### src/rtl/ama_riscv_fe_ctrl_if.sv
// Frontend control bundle: decode/execute hints in, IMEM request and PC out.
// The master side is the frontend controller; the slave side is its environment.
interface ama_riscv_fe_ctrl_if;
    logic        dec_valid;
    logic [1:0]  dec_pc_sel;
    logic        dec_pc_we;
    logic        dec_branch;
    logic        dec_jalr;
    logic [31:0] jal_tgt;
    logic        exe_resolved;
    logic        exe_taken;
    logic [31:0] exe_tgt;
    logic        imem_ready;
    logic        imem_req;
    logic [31:0] imem_addr;
    logic [31:0] pc;
    logic        dec_bubble;
    logic        misaligned;
    logic [15:0] stall_cnt;

    modport master (
        input  dec_valid, dec_pc_sel, dec_pc_we, dec_branch, dec_jalr, jal_tgt,
        input  exe_resolved, exe_taken, exe_tgt, imem_ready,
        output imem_req, imem_addr, pc, dec_bubble, misaligned, stall_cnt
    );

    modport slave (
        output dec_valid, dec_pc_sel, dec_pc_we, dec_branch, dec_jalr, jal_tgt,
        output exe_resolved, exe_taken, exe_tgt, imem_ready,
        input  imem_req, imem_addr, pc, dec_bubble, misaligned, stall_cnt
    );
endinterface

### src/rtl/ama_riscv_fe_ctrl.sv
// RISC-V frontend PC controller: sequential fetch, JAL redirect in decode,
// and a hold-then-redirect sequence for branches/jalr resolved in EX.
module ama_riscv_fe_ctrl #(
    parameter logic [31:0] RESET_VEC = 32'h0000_0000
) (
    input  logic                 clk,
    input  logic                 rst,
    ama_riscv_fe_ctrl_if.master  bus
);

    typedef enum logic [1:0] {
        RUN      = 2'd0,
        WAIT_BR  = 2'd1,
        REDIRECT = 2'd2
    } state_t;

    localparam logic [1:0]  PC_SEL_JAL = 2'd1;
    localparam logic [31:0] ALIGN_MASK = ~32'd3;

    state_t      state_r, state_nxt_s;
    logic [31:0] pc_r, pc_nxt_s;
    logic [15:0] stall_r;
    logic        mis_r, mis_nxt_s;
    logic        jalr_pend_r, jalr_pend_nxt_s;
    logic        is_ctl_s, is_jal_s, stall_s;
    logic        imem_req_s, dec_bubble_s;
    logic        unused_s;

    assign unused_s = bus.dec_pc_we;
    assign is_ctl_s = bus.dec_valid & (bus.dec_branch | bus.dec_jalr);
    assign is_jal_s = bus.dec_valid & ~is_ctl_s & (bus.dec_pc_sel == PC_SEL_JAL);

    // State, PC, pending kind and misalignment flag registers
    always_ff @(posedge clk) begin
        if (rst) begin
            state_r     <= RUN;
            pc_r        <= RESET_VEC;
            mis_r       <= 1'b0;
            jalr_pend_r <= 1'b0;
        end else begin
            state_r     <= state_nxt_s;
            pc_r        <= pc_nxt_s;
            mis_r       <= mis_nxt_s;
            jalr_pend_r <= jalr_pend_nxt_s;
        end
    end

    // Next-state and next-PC selection
    always_comb begin
        state_nxt_s     = state_r;
        pc_nxt_s        = pc_r;
        mis_nxt_s       = 1'b0;
        jalr_pend_nxt_s = jalr_pend_r;
        case (state_r)
            RUN: begin
                if (is_ctl_s) begin
                    state_nxt_s     = WAIT_BR;
                    jalr_pend_nxt_s = bus.dec_jalr;
                end else if (is_jal_s) begin
                    pc_nxt_s  = bus.jal_tgt & ALIGN_MASK;
                    mis_nxt_s = |bus.jal_tgt[1:0];
                end else if (bus.imem_ready) begin
                    pc_nxt_s = pc_r + 32'd4;
                end else begin
                    pc_nxt_s = pc_r;
                end
            end
            WAIT_BR: begin
                // jalr is unconditionally taken; exe_taken only qualifies branches
                if (bus.exe_resolved && (bus.exe_taken || jalr_pend_r)) begin
                    pc_nxt_s    = bus.exe_tgt & ALIGN_MASK;
                    mis_nxt_s   = |bus.exe_tgt[1:0];
                    state_nxt_s = REDIRECT;
                end else if (bus.exe_resolved) begin
                    state_nxt_s = RUN;
                end else begin
                    state_nxt_s = WAIT_BR;
                end
            end
            REDIRECT: begin
                if (bus.imem_ready) begin
                    pc_nxt_s    = pc_r + 32'd4;
                    state_nxt_s = RUN;
                end else begin
                    state_nxt_s = REDIRECT;
                end
            end
            default: begin
                state_nxt_s = RUN;
            end
        endcase
    end

    // Output decode of state plus the same-cycle JAL kill
    always_comb begin
        imem_req_s   = 1'b1;
        dec_bubble_s = 1'b0;
        case (state_r)
            RUN: begin
                imem_req_s   = 1'b1;
                dec_bubble_s = is_jal_s;
            end
            WAIT_BR: begin
                imem_req_s   = 1'b0;
                dec_bubble_s = 1'b1;
            end
            REDIRECT: begin
                imem_req_s   = 1'b1;
                dec_bubble_s = 1'b1;
            end
            default: begin
                imem_req_s   = 1'b1;
                dec_bubble_s = 1'b0;
            end
        endcase
    end

    assign stall_s = (state_r == WAIT_BR) | (imem_req_s & ~bus.imem_ready);

    // Saturating frontend stall counter
    always_ff @(posedge clk) begin
        if (rst) begin
            stall_r <= 16'd0;
        end else if (stall_s && (stall_r != 16'hFFFF)) begin
            stall_r <= stall_r + 16'd1;
        end else begin
            stall_r <= stall_r;
        end
    end

    assign bus.imem_req   = imem_req_s;
    assign bus.imem_addr  = pc_r;
    assign bus.pc         = pc_r;
    assign bus.dec_bubble = dec_bubble_s;
    assign bus.misaligned = mis_r;
    assign bus.stall_cnt  = stall_r;

endmodule

### src/flat_wrapper.sv
// flat-port wrapper written by rule: the top's interface ports become plain ports
module ama_riscv_fe_ctrl_flat 
#(
    parameter logic [31:0] RESET_VEC = 32'h0000_0000
)
  (clk, rst, bus_dec_valid, bus_dec_pc_sel, bus_dec_pc_we, bus_dec_branch, bus_dec_jalr, bus_jal_tgt, bus_exe_resolved, bus_exe_taken, bus_exe_tgt, bus_imem_ready, bus_imem_req, bus_imem_addr, bus_pc, bus_dec_bubble, bus_misaligned, bus_stall_cnt);
  ama_riscv_fe_ctrl_if bus_i ();
  input  logic clk;
  input  logic rst;
  input wire logic [$bits(bus_i.dec_valid)-1:0] bus_dec_valid;
  input wire logic [$bits(bus_i.dec_pc_sel)-1:0] bus_dec_pc_sel;
  input wire logic [$bits(bus_i.dec_pc_we)-1:0] bus_dec_pc_we;
  input wire logic [$bits(bus_i.dec_branch)-1:0] bus_dec_branch;
  input wire logic [$bits(bus_i.dec_jalr)-1:0] bus_dec_jalr;
  input wire logic [$bits(bus_i.jal_tgt)-1:0] bus_jal_tgt;
  input wire logic [$bits(bus_i.exe_resolved)-1:0] bus_exe_resolved;
  input wire logic [$bits(bus_i.exe_taken)-1:0] bus_exe_taken;
  input wire logic [$bits(bus_i.exe_tgt)-1:0] bus_exe_tgt;
  input wire logic [$bits(bus_i.imem_ready)-1:0] bus_imem_ready;
  output wire logic [$bits(bus_i.imem_req)-1:0] bus_imem_req;
  output wire logic [$bits(bus_i.imem_addr)-1:0] bus_imem_addr;
  output wire logic [$bits(bus_i.pc)-1:0] bus_pc;
  output wire logic [$bits(bus_i.dec_bubble)-1:0] bus_dec_bubble;
  output wire logic [$bits(bus_i.misaligned)-1:0] bus_misaligned;
  output wire logic [$bits(bus_i.stall_cnt)-1:0] bus_stall_cnt;
  assign bus_i.dec_valid = bus_dec_valid;
  assign bus_i.dec_pc_sel = bus_dec_pc_sel;
  assign bus_i.dec_pc_we = bus_dec_pc_we;
  assign bus_i.dec_branch = bus_dec_branch;
  assign bus_i.dec_jalr = bus_dec_jalr;
  assign bus_i.jal_tgt = bus_jal_tgt;
  assign bus_i.exe_resolved = bus_exe_resolved;
  assign bus_i.exe_taken = bus_exe_taken;
  assign bus_i.exe_tgt = bus_exe_tgt;
  assign bus_i.imem_ready = bus_imem_ready;
  assign bus_imem_req = bus_i.imem_req;
  assign bus_imem_addr = bus_i.imem_addr;
  assign bus_pc = bus_i.pc;
  assign bus_dec_bubble = bus_i.dec_bubble;
  assign bus_misaligned = bus_i.misaligned;
  assign bus_stall_cnt = bus_i.stall_cnt;
  ama_riscv_fe_ctrl #(.RESET_VEC(RESET_VEC)) u_core (.clk(clk), .rst(rst), .bus(bus_i));
endmodule
### config.mk
export PLATFORM = sky130hd
export DESIGN_NAME = ama_riscv_fe_ctrl_flat
export DESIGN_NICKNAME = d
export VERILOG_FILES = /design/src/rtl/ama_riscv_fe_ctrl_if.sv /design/src/rtl/ama_riscv_fe_ctrl.sv /design/src/flat_wrapper.sv
export SDC_FILE = /design/constraint.sdc
export NUM_CORES = 1
export LEC_CHECK = 0
export CAP_MARGIN = 20
export CORE_ASPECT_RATIO = 1.25
export CORE_UTILIZATION = 44
export CTS_CLUSTER_DIAMETER = 40
export DETAILED_ROUTE_END_ITERATION = 16
export PLACE_DENSITY_LB_ADDON = 0.15
export SYNTH_ARGS = -nofsm -noshare
export SYNTH_HDL_FRONTEND = slang
export SYNTH_SLANG_ARGS = --single-unit
### constraint.sdc
create_clock -name clk -period 2.8 [get_ports clk]
set_clock_uncertainty 0.2 [all_clocks]
set_input_delay 0.56 -clock clk [delete_from_list [all_inputs] [get_ports clk]]
set_output_delay 0.56 -clock clk [all_outputs]
set_load 0.03 [all_outputs]
==> flow_summary.toml, run 1 <==
[status]
status = "completed"

[placed_design]
place_area_um2 = 5490
dp_hpwl_um = 9580
dp.cells = 745
dp_slack_ns = -0.0425
gp_congestion = 0.938
port_buffers = 152

[grt]
grt_max_degree = 21
antenna_found_initial = 0
grt_pass1_vias = 4089
grt_pass1_wl_um = 19600
grt_overflow = 0
grt_use_total = 0.266

[worst_setup_path]
crit_chain = "clkdlybuf4s50_1, nor2b_2, and3_1, nand2_1, a21oi_1, buf_4"
start_kind = "primary input"
crit_path_end = "bus_dec_bubble"
timing.rr.start = "u_core.state_r[0]"
ff2ff_path_depth = 8
critical_path.max_fanout = 5
cp-end-kind = "primary output"
cp.required_ns = 2.04
r2r_end = "u_core.bus.imem_addr[20]"
cp.arrival_ns = 1.94
reg2reg_setup_slack_ns = 0.22
crit_type = "in2out"
crit_start = "bus_dec_valid"
critPathMaxStageDelay_ns = 0.55
crit_path_top_delay_cell = "clkdlybuf4s50_1"

[power]
power_frac_clock = 0.190
swShare = 0.406
p_comb_frac = 0.473
leakage_nw = 2.03
power_mw = 2.76
ir_drop_mv = 0.255
powerDensity_nw_per_um2 = 492
sequentialPowerShare = 0.337
switching_power_mw = 1.12
cell_internal_pwr_mw = 1.64

[sta]
rsz0062_at_grt = "false"
worst_pin_slew_ns = 0.698
fin_crit_ns = 2.70
relSlewSlack = 0.535
slew_viol_final = 0
period_share = 0.964
setup_viol = 0
clock.fmax_ghz = 0.371
hold_viol = 0
tns_ns = 0
timing.final.ws_setup_ns = 0.102

[clocking]
post_cts_resized = 0
htreeDepth = 2
clock_path_buffers = 2
hold_buffers = 0
cts-root-buf = "clkbuf_8"
postCtsSetupBuffers = 0
cts_tree = "done"
cts_sinks = 50
clk_pin_slew_ns = 0.10
clock_latency_ns = 0.31
numCtsBuffers = 5

[layout]
syn_to_final_growth_pct = 45.1
ff_latch_area_um2 = 1000
stdcell_count = 752
layout_common_cells = "clkdlybuf4s50_1, dfxtp_1, nor2_1, buf_4, a21oi_1"
multi_input_area_um2 = 2430
fill_cells = 732
drive_above_1_share = 0.112
final_common_cell = "clkdlybuf4s50_1"
insertedDiodeCount = 0
final_area_um2 = 5610
finalNetCount = 717

[flow_run]
cap_violations = 0

[detailed_routing]
via_per_inst = 5.84
drc = 0
wl_per_cell_um = 16.5
dr_total_vias = 4390
drt-total-wl_um = 12400
dr.pass1.iters = 5
antenna_left = 0
dr.first_iter.drc_count = 254

[synth]
async_reset_ff_frac = 0
postSynthAreaPerCell_um2 = 7.84
ys.warnings.count = 0
synth_edf_count = 0
synth-main-ff-cell = "dfxtp_1"
ys_ff_latch = 50
syn_inst = 493
synth_cell_type_count = 79
netlist_area_um2 = 3860
yosysSeqAreaShare = 0.259

[worst_hold_path]
hold_class = "reg2reg"

[floorplan]
io_pins = 158
die-area_um2 = 9160
rows = 37
fp.dieH_um = 107
dieWidth_um = 85.8
core_um2 = 8380
initial_core_util = 0.461
worst min path at each step:
| stage | from | to | slack [ns] | cells past startpoint |
|---|---|---|---|---|
| after CTS | u_core.bus.imem_addr[26] | u_core.bus.imem_addr[26] | 0.34 | 2 |
| after global routing | u_core.state_r[0] | u_core.state_r[0] | 0.39 | 2 |
| final | u_core.bus.imem_addr[26] | u_core.bus.imem_addr[26] | 0.34 | 2 |
| after global placement | u_core.state_r[0] | u_core.state_r[0] | 0.31 | 2 |
| after detailed placement | u_core.bus.imem_addr[26] | u_core.bus.imem_addr[26] | 0.33 | 2 |
| after floorplan | u_core.jalr_pend_r | u_core.jalr_pend_r | 0.28 | 2 |
registers in the layout, summed over array words and instances, names as in the netlist:
| register | count |
|---|---|
| u_core.bus.stall_cnt | 16 |
| u_core.bus.misaligned | 1 |
| u_core.state_r | 2 |
| u_core.bus.imem_addr | 30 |
| u_core.jalr_pend_r | 1 |
cell families (layout without fill, tap and decap cells):
logic type               count (synthesis)  count (layout)  share of synthesized area
AND/OR/NAND/NOR                        182             182                      0.262
AO/OA/AOI/OAI                          143             143                      0.263
buffers and inverters                   79             218                      0.120
flip-flops                              50              50                      0.259
XOR/XNOR                                24              24                     0.0544
adder cells (fa/ha/maj)                  7               7                     0.0227
multiplexers                             7               7                     0.0185
other                                    1               4                   0.000971
through the flow:
stage | util | hold WS, ns
floorplan | - | 0.282
global placement | 0.655 | 0.310
detailed placement | 0.655 | 0.328
CTS | 0.668 | 0.342
global route | 0.669 | 0.387
finish | 0.669 | 0.343
critical path: cells and delay by family:
kind,cells,cell delay (ns)
AO/OA/AOI/OAI,1,0.17
buffers and inverters,2,0.73
AND/OR/NAND/NOR,3,0.46
routing by layer:
layer  wire length, um  GRT usage  vias up
met2              6140      0.463      213
met4               261     0.0952        0
met5                 0          0        -
li1                  -          -     2097
met3               864     0.0462       24
met1              5130      0.328     2056
final cells by class:
class / instances / share of cell area
clock buffers: 5 / 0.0123
clock inverters: 2 / 0.00692
inverters: 15 / 0.0100
multi-input cells: 367 / 0.434
flip-flops and latches: 50 / 0.178
well taps: 117 / 0.0261
repair buffers: 196 / 0.332
cell usage after synthesis (3+ instances only):
| cell | count | share of area |
|---|---|---|
| a221oi_1 | 10 | 0.023 |
| and3_1 | 5 | 0.0081 |
| or3_1 | 4 | 0.0065 |
| a221o_1 | 5 | 0.013 |
| o32ai_1 | 3 | 0.0068 |
| clkbuf_1 | 14 | 0.014 |
| a32oi_1 | 3 | 0.0068 |
| buf_4 | 39 | 0.076 |
| nor4_1 | 7 | 0.011 |
| nand4_1 | 10 | 0.016 |
| inv_1 | 14 | 0.014 |
| xnor2_1 | 21 | 0.048 |
| nor3_1 | 19 | 0.025 |
| a22o_1 | 4 | 0.0091 |
| and4_1 | 6 | 0.014 |
| a31oi_1 | 6 | 0.0097 |
| a311oi_1 | 5 | 0.011 |
| buf_1 | 3 | 0.0029 |
| o211a_1 | 5 | 0.013 |
| mux2i_1 | 6 | 0.016 |
| o21ai_0 | 25 | 0.032 |
| dfxtp_1 | 50 | 0.26 |
| a21o_1 | 4 | 0.0078 |
| ha_1 | 7 | 0.023 |
| nand3_1 | 26 | 0.034 |
| nor2b_1 | 3 | 0.0049 |
| o211ai_1 | 3 | 0.0058 |
| buf_2 | 6 | 0.0078 |
| a211oi_1 | 12 | 0.023 |
| a21oi_1 | 34 | 0.044 |
| xor2_1 | 3 | 0.0068 |
| nor2_1 | 46 | 0.045 |
| nand2_1 | 31 | 0.030 |
power by group through the flow:
stage | combinational [mW] | sequential, mW | clock (mW)
2_1_floorplan | 0.731 | 1.03 | 0
3_3_place_gp | 1.28 | 0.936 | 0
3_5_place_dp | 1.30 | 0.943 | 0
4_1_cts | 1.30 | 0.927 | 0.529
5_1_grt | 1.39 | 0.944 | 0.557
6_report | 1.31 | 0.931 | 0.525
(Power assumes the default switching activity.)
==> run 2: changes to the inputs <==
--- a/config.mk
+++ b/config.mk
@@ -5,12 +5,12 @@
 export SDC_FILE = /design/constraint.sdc
 export NUM_CORES = 1
 export LEC_CHECK = 0
-export CAP_MARGIN = 20
+export CAP_MARGIN = 10
 export CORE_ASPECT_RATIO = 1.25
 export CORE_UTILIZATION = 44
-export CTS_CLUSTER_DIAMETER = 40
+export CTS_CLUSTER_DIAMETER = 50
 export DETAILED_ROUTE_END_ITERATION = 16
-export PLACE_DENSITY_LB_ADDON = 0.15
+export PLACE_DENSITY = 0.88
 export SYNTH_ARGS = -nofsm -noshare
 export SYNTH_HDL_FRONTEND = slang
 export SYNTH_SLANG_ARGS = --single-unit
==> run 2 against run 1 <==
  * Flip-flop and latch count unchanged
  * Maximum frequency down 1.3%
  * Worst setup slack worse by 0.034 ns
  * First-iteration DRC count up 41%
  * Combinational power about the same
  * Worst hold slack better by 0.0075 ns
  * Register-to-register slack better by 0.03 ns
  * Non-clock buffer count down 5
  * Final cell count down 0.53%
  * Via count up 2.5%
  * Count of clock-buffer cells in the layout unchanged
  * Critical path type unchanged
  * Largest power group unchanged
  * Highest routed layer unchanged
==> flow_summary.toml, run 2 (same netlist as run 1, synthesis figures left out) <==
[layout]
ff_latch_area_um2 = 1000
drive_above_1_share = 0.109
finalNetCount = 712
layout_common_cells = "clkdlybuf4s50_1, dfxtp_1, nor2_1, buf_4, a21oi_1"
fill_cells = 681
syn_to_final_growth_pct = 44.3
largest_reg_flops = 30
final_common_cell = "clkdlybuf4s50_1"
insertedDiodeCount = 0
multi_input_area_um2 = 2440

[worst_setup_path]
critical_path.max_fanout = 5
crit_type = "in2out"
cp.arrival_ns = 1.97
start_kind = "primary input"
cp.required_ns = 2.04
cp-end-kind = "primary output"
reg2reg_setup_slack_ns = 0.25

[floorplan]
core_um2 = 8380
fp.dieH_um = 107
initial_core_util = 0.461
rows = 37
die-area_um2 = 9160
dieWidth_um = 85.8
io_pins = 158

[detailed_routing]
antenna_left = 0
via_per_inst = 6.01
dr.pass1.iters = 5
dr.first_iter.drc_count = 358
drc = 0
wl_per_cell_um = 17.4
dr_total_vias = 4498
drt-total-wl_um = 13000

[sta]
slew_viol_final = 0
relSlewSlack = 0.634
worst_pin_slew_ns = 0.543
fin_crit_ns = 2.73
clock.fmax_ghz = 0.366
timing.final.ws_setup_ns = 0.0677
rsz0062_at_grt = "false"
hold_viol = 0
setup_viol = 0
period_share = 0.976

[grt]
grt_overflow = 0
grt_pass1_vias = 4404
grt_use_total = 0.286
grt_pass1_wl_um = 21100
grt_max_degree = 23
antenna_found_initial = 0

[power]
ir_drop_mv = 0.299
power_mw = 2.74
leakage_nw = 2.00
powerDensity_nw_per_um2 = 492

[placed_design]
dp_hpwl_um = 9900
gp_congestion = 0.882
port_buffers = 152
dp_slack_ns = -0.0448

[clocking]
hold_buffers = 0
clock_latency_ns = 0.32
clk_pin_slew_ns = 0.10
postCtsSetupBuffers = 0
cts_sinks = 50
post_cts_resized = 0
numCtsBuffers = 5
cts-root-buf = "clkbuf_8"
cts_tree = "done"
htreeDepth = 2
clock_path_buffers = 2

[worst_hold_path]
hold_class = "reg2reg"

[flow_run]
cap_violations = 0

[status]
status = "completed"
## run 2: cell types whose count changed in the layout (fill, tap and decap cells not counted), sizes merged
| cell | change |
|---|---|
| bufinv | -1 |
| clkdlybuf4s50 | +1 |
| inv | +2 |
| buf | -5 |
| dlymetal6s2s | -1 |
## run 2: routing by layer
layer / global-route usage / vias to the layer above / wire [um]
met1: 0.308 / 2088 / 4890
met2: 0.523 / 265 / 6440
li1: - / 2092 / -
met3: 0.0554 / 53 / 1140
met4: 0.150 / 0 / 566
met5: 0 / - / 0
## run 2: area by class of cell
class,instances,area share
inverters,15,0.0101
flip-flops and latches,50,0.180
multi-input cells,367,0.437
well taps,117,0.0263
clock inverters,3,0.00516
repair buffers,191,0.329
clock buffers,5,0.0123
## run 2: worst max-delay path, stage by stage
cell             delay [ns]
clkdlybuf4s50_1        0.57
nor2b_4                0.20
and3_1                 0.20
nand2_1                0.08
a21oi_2                0.18
buf_4                  0.18
## run 2: power by group
group          internal [mW]  switching (mW)
Combinational          0.591           0.731
Sequential             0.784           0.145
Clock                  0.188           0.304
Total                   1.56            1.18
## run 2: path summary, 6_finish.rpt
kind,from,end,depth (start not counted)
worst max-delay path,bus_dec_valid,bus_dec_bubble,6
worst min-delay path,u_core.state_r[0],u_core.state_r[0],2
worst max register to register,u_core.state_r[0],u_core.bus.imem_addr[9],8
worst min register to register,u_core.state_r[0],u_core.state_r[0],2
## run 2: through the flow
| step | setup TNS, ns | utilization | instances | instance area [um^2] | hold slack (ns) |
|---|---|---|---|---|---|
| CTS | 0 | 0.664 | 748 | 5560 | 0.341 |
| global placement | 0 | 0.652 | 740 | 5460 | 0.305 |
| finish | 0 | 0.665 | 748 | 5580 | 0.351 |
| global route | 0 | 0.665 | 748 | 5580 | 0.389 |
| floorplan | 0 | - | 496 | 3870 | 0.282 |
| detailed placement | -0.0689 | 0.652 | 740 | 5460 | 0.325 |
==> run 3: changes to the inputs <==
--- a/config.mk
+++ b/config.mk
@@ -7,6 +7,7 @@
 export LEC_CHECK = 0
 export CAP_MARGIN = 10
 export CORE_ASPECT_RATIO = 1.25
+export CORE_MARGIN = 1
 export CORE_UTILIZATION = 44
 export CTS_CLUSTER_DIAMETER = 50
 export DETAILED_ROUTE_END_ITERATION = 16
==> results of run 3 <==
The final DEF is identical to that of run 2; final timing and power are the same.
